### src/rtl/destroy_pkg.sv
// rtl/destroy_pkg.sv - shared types and default constants for the hit resolver
//
// Holds the resolver FSM state type, the default geometry constants that the
// per-plane coordinate registers also use, and a counter-width helper.

package destroy_pkg;

    typedef enum logic {
        IDLE = 1'b0,
        COOL = 1'b1
    } state_t;

    localparam int N_PLANES_DEF = 10;
    localparam int X_W_DEF      = 8;
    localparam int Y_W_DEF      = 7;
    localparam int HIT_TOL_DEF  = 0;
    localparam int COOLDOWN_DEF = 8;
    localparam int SCORE_W_DEF  = 10;

    // Width able to hold 0..c, never less than one bit.
    function automatic int cnt_width(input int c);
        return (c < 1) ? 1 : $clog2(c + 1);
    endfunction

endpackage

### src/rtl/destroy_ctrl_target_select.sv
// rtl/destroy_ctrl_target_select.sv - combinational candidate filter and lowest-on-screen pick
//
// Module target_select.
// Ports:
//   self_x  player X
//   x_in    packed plane X coordinates, plane i at [i*X_W +: X_W]
//   y_in    packed plane Y coordinates, same packing
//   alive   plane i currently on screen
//   win     one-hot winning plane (all zero when nothing qualifies)
//   hit     at least one candidate exists

module target_select
    import destroy_pkg::*;
#(
    parameter int N_PLANES = N_PLANES_DEF,
    parameter int X_W      = X_W_DEF,
    parameter int Y_W      = Y_W_DEF,
    parameter int HIT_TOL  = HIT_TOL_DEF
) (
    input  logic [X_W-1:0]          self_x,
    input  logic [N_PLANES*X_W-1:0] x_in,
    input  logic [N_PLANES*Y_W-1:0] y_in,
    input  logic [N_PLANES-1:0]     alive,
    output logic [N_PLANES-1:0]     win,
    output logic                    hit
);

    localparam logic [X_W:0] TOL = (X_W + 1)'(HIT_TOL);

    logic [N_PLANES-1:0] cand;
    logic [Y_W-1:0]      best_y;

    // Distance is taken on zero-extended values, so planes near the opposite
    // screen edge never look close through wrap-around.
    for (genvar g = 0; g < N_PLANES; g++) begin : g_cand
        logic [X_W:0] xa;
        logic [X_W:0] sa;
        logic [X_W:0] dx;
        assign xa      = {1'b0, x_in[g*X_W +: X_W]};
        assign sa      = {1'b0, self_x};
        assign dx      = (xa >= sa) ? (xa - sa) : (sa - xa);
        assign cand[g] = alive[g] && (dx <= TOL);
    end

    // Strictly-greater comparison keeps the lowest index on equal Y.
    always_comb begin
        win    = '0;
        hit    = 1'b0;
        best_y = '0;
        for (int i = 0; i < N_PLANES; i++) begin
            if (cand[i] && (!hit || (y_in[i*Y_W +: Y_W] > best_y))) begin
                win    = '0;
                win[i] = 1'b1;
                hit    = 1'b1;
                best_y = y_in[i*Y_W +: Y_W];
            end
        end
    end

endmodule

### src/rtl/destroy_ctrl.sv
// rtl/destroy_ctrl.sv - registered hit resolver with fire edge detect, cooldown and score
//
// Build option: DESTROY_SCORE_EN enables the saturating score counter;
// without it score is tied to zero and no counter flops exist.
// Ports:
//   clk, resetn  clock and asynchronous active-low reset
//   fire         fire button level
//   self_x       player X
//   x_in, y_in   packed plane coordinates
//   alive        plane on-screen flags
//   des          one-cycle one-hot destroy pulse
//   miss         one-cycle pulse for an accepted shot that hit nothing
//   busy         cooldown in progress
//   score        destroyed-plane count

module destroy_ctrl
    import destroy_pkg::*;
#(
    parameter int N_PLANES = N_PLANES_DEF,
    parameter int X_W      = X_W_DEF,
    parameter int Y_W      = Y_W_DEF,
    parameter int HIT_TOL  = HIT_TOL_DEF,
    parameter int COOLDOWN = COOLDOWN_DEF,
    parameter int SCORE_W  = SCORE_W_DEF
) (
    input  logic                    clk,
    input  logic                    resetn,
    input  logic                    fire,
    input  logic [X_W-1:0]          self_x,
    input  logic [N_PLANES*X_W-1:0] x_in,
    input  logic [N_PLANES*Y_W-1:0] y_in,
    input  logic [N_PLANES-1:0]     alive,
    output logic [N_PLANES-1:0]     des,
    output logic                    miss,
    output logic                    busy,
    output logic [SCORE_W-1:0]      score
);

    localparam int CNT_W = cnt_width(COOLDOWN);

    state_t              state;
    state_t              state_nx;
    logic [CNT_W-1:0]    cnt;
    logic [CNT_W-1:0]    cnt_nx;
    logic                fire_q;
    logic                req;
    logic                accept;
    logic [N_PLANES-1:0] win;
    logic                hit;

    target_select #(
        .N_PLANES(N_PLANES),
        .X_W     (X_W),
        .Y_W     (Y_W),
        .HIT_TOL (HIT_TOL)
    ) u_target_select (
        .self_x(self_x),
        .x_in  (x_in),
        .y_in  (y_in),
        .alive (alive),
        .win   (win),
        .hit   (hit)
    );

    // fire_q resets high so a button held through reset release is not an edge.
    assign req    = fire & ~fire_q;
    assign accept = req & (state == IDLE);
    assign busy   = (state == COOL);

    always_comb begin
        state_nx = state;
        cnt_nx   = cnt;
        case (state)
            IDLE: begin
                if (accept && (COOLDOWN > 0)) begin
                    state_nx = COOL;
                    cnt_nx   = CNT_W'(COOLDOWN);
                end
            end
            COOL: begin
                if (cnt <= CNT_W'(1)) begin
                    state_nx = IDLE;
                    cnt_nx   = '0;
                end else begin
                    cnt_nx = cnt - CNT_W'(1);
                end
            end
            default: begin
                state_nx = IDLE;
                cnt_nx   = '0;
            end
        endcase
    end

    always_ff @(posedge clk or negedge resetn) begin
        if (!resetn) begin
            state  <= IDLE;
            cnt    <= '0;
            fire_q <= 1'b1;
            des    <= '0;
            miss   <= 1'b0;
        end else begin
            state  <= state_nx;
            cnt    <= cnt_nx;
            fire_q <= fire;
            des    <= accept ? win : '0;
            miss   <= accept & ~hit;
        end
    end

`ifdef DESTROY_SCORE_EN
    logic [SCORE_W-1:0] score_q;

    always_ff @(posedge clk or negedge resetn) begin
        if (!resetn) begin
            score_q <= '0;
        end else if (accept && hit && (score_q != {SCORE_W{1'b1}})) begin
            score_q <= score_q + SCORE_W'(1);
        end
    end

    assign score = score_q;
`else
    assign score = '0;
`endif

endmodule

### config.mk
export PLATFORM = sky130hd
export DESIGN_NAME = destroy_ctrl
export DESIGN_NICKNAME = d
export VERILOG_FILES = /design/src/rtl/destroy_pkg.sv /design/src/rtl/destroy_ctrl_target_select.sv /design/src/rtl/destroy_ctrl.sv
export SDC_FILE = /design/constraint.sdc
export NUM_CORES = 1
export LEC_CHECK = 0
export ABC_AREA = 1
export BUFFER_PORTS_ARGS = -buffer_cell sky130_fd_sc_hd__buf_2
export CAP_MARGIN = 20
export CORE_UTILIZATION = 64
export DETAILED_ROUTE_END_ITERATION = 8
export PLACE_DENSITY = 0.95
export SLEW_MARGIN = 20
export SYNTH_ARGS = -nofsm -noshare
export SYNTH_HDL_FRONTEND = slang
export SYNTH_SLANG_ARGS = --single-unit
### constraint.sdc
create_clock -name clk -period 2.8 [get_ports clk]
set_clock_uncertainty 0.1 [all_clocks]
set_input_delay 0.84 -clock clk [delete_from_list [all_inputs] [get_ports clk]]
set_output_delay 0.84 -clock clk [all_outputs]
set_load 0.005 [all_outputs]
==> flow_summary.toml, run 1 <==
[synth]
synth_warnings = 0
yosysSeqAreaShare_pct = 3.88
synth_cell_types = 70
syn_inst = 1875
synth.area.top_cells = "ha_1 (25%), nand2_1 (18%), inv_1 (10%)"
async_flop_share_pct = 100
synth_edf_count = 0
ys.flop_type = "dfrtp_1"
synth_top_area_cell = "ha_1"
synth_seq_cells = 17
synth_area_per_cell_um2 = 5.86
synthesis.area_mm2 = 0.0110
synth_top_area_share_pct = 25.4

[floorplan]
die_w_um = 133
start_util_pct = 65.8
die-height_um = 133
fp-row-count = 47
ios = 193

[cts]
hold_buffers = 0
cts_resized = 308
clock-sinks = 17
post-cts-setup-buffers = 90
clockBufferDepth = 2
h-tree-depth = 1
numCtsBuffers = 3
cts_root_buf = "clkbuf_16"

[status]
haltStage = "clock tree synthesis"
status = "aborted with a tool error"
error = "[ERROR DPL-0038] Utilization greater than 100%, impossible to legalize"

[placed_design]
place.gp.congestion = 1.10
dpl_cell_area_mm2 = 0.0152
dp_hpwl_um = 41200
io_buffers = 182
cells in the mapped netlist, types with 13 or more instances:
| cell type | count |
|---|---|
| a21oi_1 | 127 |
| buf_4 | 17 |
| dfrtp_1 | 16 |
| ha_1 | 223 |
| inv_1 | 299 |
| inv_2 | 20 |
| nand2_1 | 529 |
| nand2_2 | 24 |
| nand3_1 | 128 |
| nand4_1 | 26 |
| nor2_1 | 116 |
| nor3_1 | 19 |
| o211ai_1 | 21 |
| o21a_1 | 15 |
| o21ai_0 | 59 |
| o21ai_1 | 26 |
| o21bai_1 | 14 |
| or2_2 | 13 |
| xor2_1 | 36 |
metrics by stage:
stage / setup slack [ps] / std cells
detailed placement: -12290 / 2650
global placement: -10560 / 2650
floorplan: -10070 / 1884
kinds of logic after synthesis:
family,count (synthesis),synth area share (%)
flip-flops,17,3.88
buffers and inverters,361,13.3
AND/OR/NAND/NOR,919,37.1
XOR/XNOR,41,3.27
other,1,0.0341
multiplexers,1,0.0911
adder cells (fa/ha/maj),223,25.4
AO/OA/AOI/OAI,312,16.9
==> inputs of run 2 (changes only) <==
--- a/config.mk
+++ b/config.mk
@@ -8,9 +8,9 @@
 export ABC_AREA = 1
 export BUFFER_PORTS_ARGS = -buffer_cell sky130_fd_sc_hd__buf_2
 export CAP_MARGIN = 20
-export CORE_UTILIZATION = 64
+export CORE_UTILIZATION = 40
 export DETAILED_ROUTE_END_ITERATION = 8
-export PLACE_DENSITY = 0.95
+export PLACE_DENSITY_LB_ADDON = 0.15
 export SLEW_MARGIN = 20
 export SYNTH_ARGS = -nofsm -noshare
 export SYNTH_HDL_FRONTEND = slang
==> run 2 against run 1 <==
The flow now finishes, with violations (negative setup slack). Synthesized area unchanged. Synthesized cell count stayed put.
==> flow_summary.toml, run 2 <==
[power_and_ir_drop]
total_power_w = 0.00401
clkPwrFrac_pct = 7.0
p_switching_w = 0.00193
power.leakage_nw = 9.96
swShare_pct = 48.2
p_int_w = 0.00208
power_density_mw_per_mm2 = 226
power_frac_seq_pct = 7.9
ir_drop_v = 0.000204
p_comb_share_pct = 85.1

[detailed_routing]
drt_iter0_drc = 706
wl_per_cell_um = 14.8
vias_per_cell = 5.07
vias = 14600
ant_nets = 0
first_pass_iters = 6
drt-total-wl_um = 42800
drc = 0

[worst_setup_path]
crit_top_cell = "nand2_4"
crit_type = "in -> reg"
slowest_stage = "ha_4"
crit_required_ps = 2870
reg2reg_setup_slack_ps = 740
cp_max_fo = 8
cpPeakStageDelay_ps = 340
rr_endpoint = "des[0]"
critPathArrivalTime_ps = 13700
reg2reg_depth = 7
start_kind = "input pin"
r2r-start = "busy"
endpoint_kind = "register"

[cts]
cts_tree = "built"
hold_buffers = 0
numCtsBuffers = 3
clk_pin_slew_worst_paths_ps = 50
clk_latency_ps = 240
clock-sinks = 17
clockBufferDepth = 2
cts_root_buf = "clkbuf_16"
h-tree-depth = 1

[timing]
slew_violations = 0
slew_headroom_pct = 55.8
final-setup-viol-count = 11
rsz0062_at_grt = "true"
hold_viol_final = 0
tightest_slew_ps = 646
period_share_pct = 487
period_needed_ps = 13630
worst_slack_ps = -10830
max_freq_ghz = 0.0734

[status]
violations = "negative setup slack"
status = "finished, violations left"

[synth]
synthesis.area_mm2 = 0.0110
synth.area.top_cells = "ha_1 (25%), nand2_1 (18%), inv_1 (10%)"
synth_edf_count = 0
synth_top_area_share_pct = 25.4
syn_inst = 1875
netlist_top_cells_count = "nand2_1 (529), inv_1 (299), ha_1 (223)"
synth_seq_cells = 17
synth_area_per_cell_um2 = 5.86
synth_warnings = 0
ys.flop_type = "dfrtp_1"
async_flop_share_pct = 100
synth_top_area_cell = "ha_1"
yosysMostFrequentCell = "nand2_1"
yosysSeqAreaShare_pct = 3.88
synth_cell_types = 70

[floorplan]
fp-row-count = 60
die_w_um = 168
start_util_pct = 40.8
die-height_um = 168
core_area_mm2 = 0.0270
ios = 193
dieArea_mm2 = 0.0281

[layout]
largest_reg_flops = 10
n_fill_cell = 2344
layout.cells.non_filler = 2883
drive_above_1_share_pct = 41.0
final_common_cell = "buf_4"
top_regs = "des x10, cnt x4"
syn_to_final_growth_pct = 61.3
largest-register = "des"
nets = 2930
final_cell_mix = "buf_4 (479), nand2_1 (448), inv_1 (282), buf_2 (177), ha_1 (169)"

[grt]
grt_pass1_vias = 13700
grt_usage_pct = 28.1
grt_max_degree = 18
grt_first_pass_wirelength_um = 64900
grt-ovfl-total = 0
antenna_found_initial = 5

[placed_design]
io_buffers = 182
dp_hpwl_um = 32900
dp_cells = 2811
place.gp.congestion = 0.953

[hold_path]
hold_class = "in -> async"

[job]
drv_cap = 0
[run 2: cells by family (layout without fill, tap and decap cells)]
logic type	count (synthesis)	after routing	share of synthesized area (%)
AO/OA/AOI/OAI	312	312	16.9
flip-flops	17	17	3.88
other	1	17	0.0341
AND/OR/NAND/NOR	919	924	37.1
XOR/XNOR	41	41	3.27
buffers and inverters	361	1007	13.3
multiplexers	1	1	0.0911
adder cells (fa/ha/maj)	223	223	25.4
[run 2: worst max path at each step]
stage / start / endpoint / slack, ps / depth (start not counted)
after floorplan: self_x[2] / des[5] / -10070 / 106
after global placement: self_x[7] / des[2] / -10740 / 105
after detailed placement: self_x[2] / des[2] / -11170 / 107
after CTS: self_x[2] / des[5] / -10240 / 106
after global routing: self_x[2] / des[3] / -11560 / 107
final: self_x[5] / des[1] / -10830 / 103
[run 2: critical path: cells and delay by family]
kind	cells	cell delay, ps
AND/OR/NAND/NOR	58	5810
AO/OA/AOI/OAI	22	3190
buffers and inverters	13	1100
adder cells (fa/ha/maj)	10	2700
[run 2: layer usage]
layer / wire length [um] / part of all wire (%) / global-route usage (%)
met4: 1810 / 4.2 / 10.3
met2: 20700 / 48 / 51.0
met1: 18300 / 43 / 34.6
met5: 0 / 0 / 0
met3: 2020 / 4.7 / 2.09
[run 2: metrics by stage]
stage	hold slack, ps	TNS [ps]	util (%)	setup slack [ps]	area (um2)
after floorplan	375	-101080	-	-10070	11200
after global placement	406	-109120	58.0	-10740	15600
after detailed placement	426	-113530	58.0	-11170	15600
after CTS	406	-103700	63.1	-10240	17000
after global routing	434	-117060	65.7	-11560	17700
final	400	-109670	65.8	-10830	17700
[run 2: area by class of cell]
class	count	area (um2)	area share, %
clock buffer	4	78.8	0.445
timing repair buffer	679	4780	27.0
sequential	17	427	2.41
tap	341	427	2.41
multi-input combinational	1511	10700	60.6
antenna	7	17.5	0.0988
inverter	324	1250	7.07
[run 2: power by group through the flow]
stage | clock, W | combinational, W | sequential [W]
5_1_grt | 0.000292 | 0.00378 | 0.000322
6_report | 0.000279 | 0.00342 | 0.000318
3_3_place_gp | 0 | 0.00297 | 0.000321
3_5_place_dp | 0 | 0.00302 | 0.000322
4_1_cts | 0.000284 | 0.00322 | 0.000318
2_1_floorplan | 0 | 0.00176 | 0.000316
[run 2: repair_timing]
| item | in CTS | in global routing |
|---|---|---|
| setup buffers | 45 | 12 |
| pin swaps | 130 | 96 |
| endpoints found under the setup margin | 11 | 11 |
| cloned | 5 | 0 |
| resized for setup | 199 | 127 |
(Power assumes the default switching activity.)
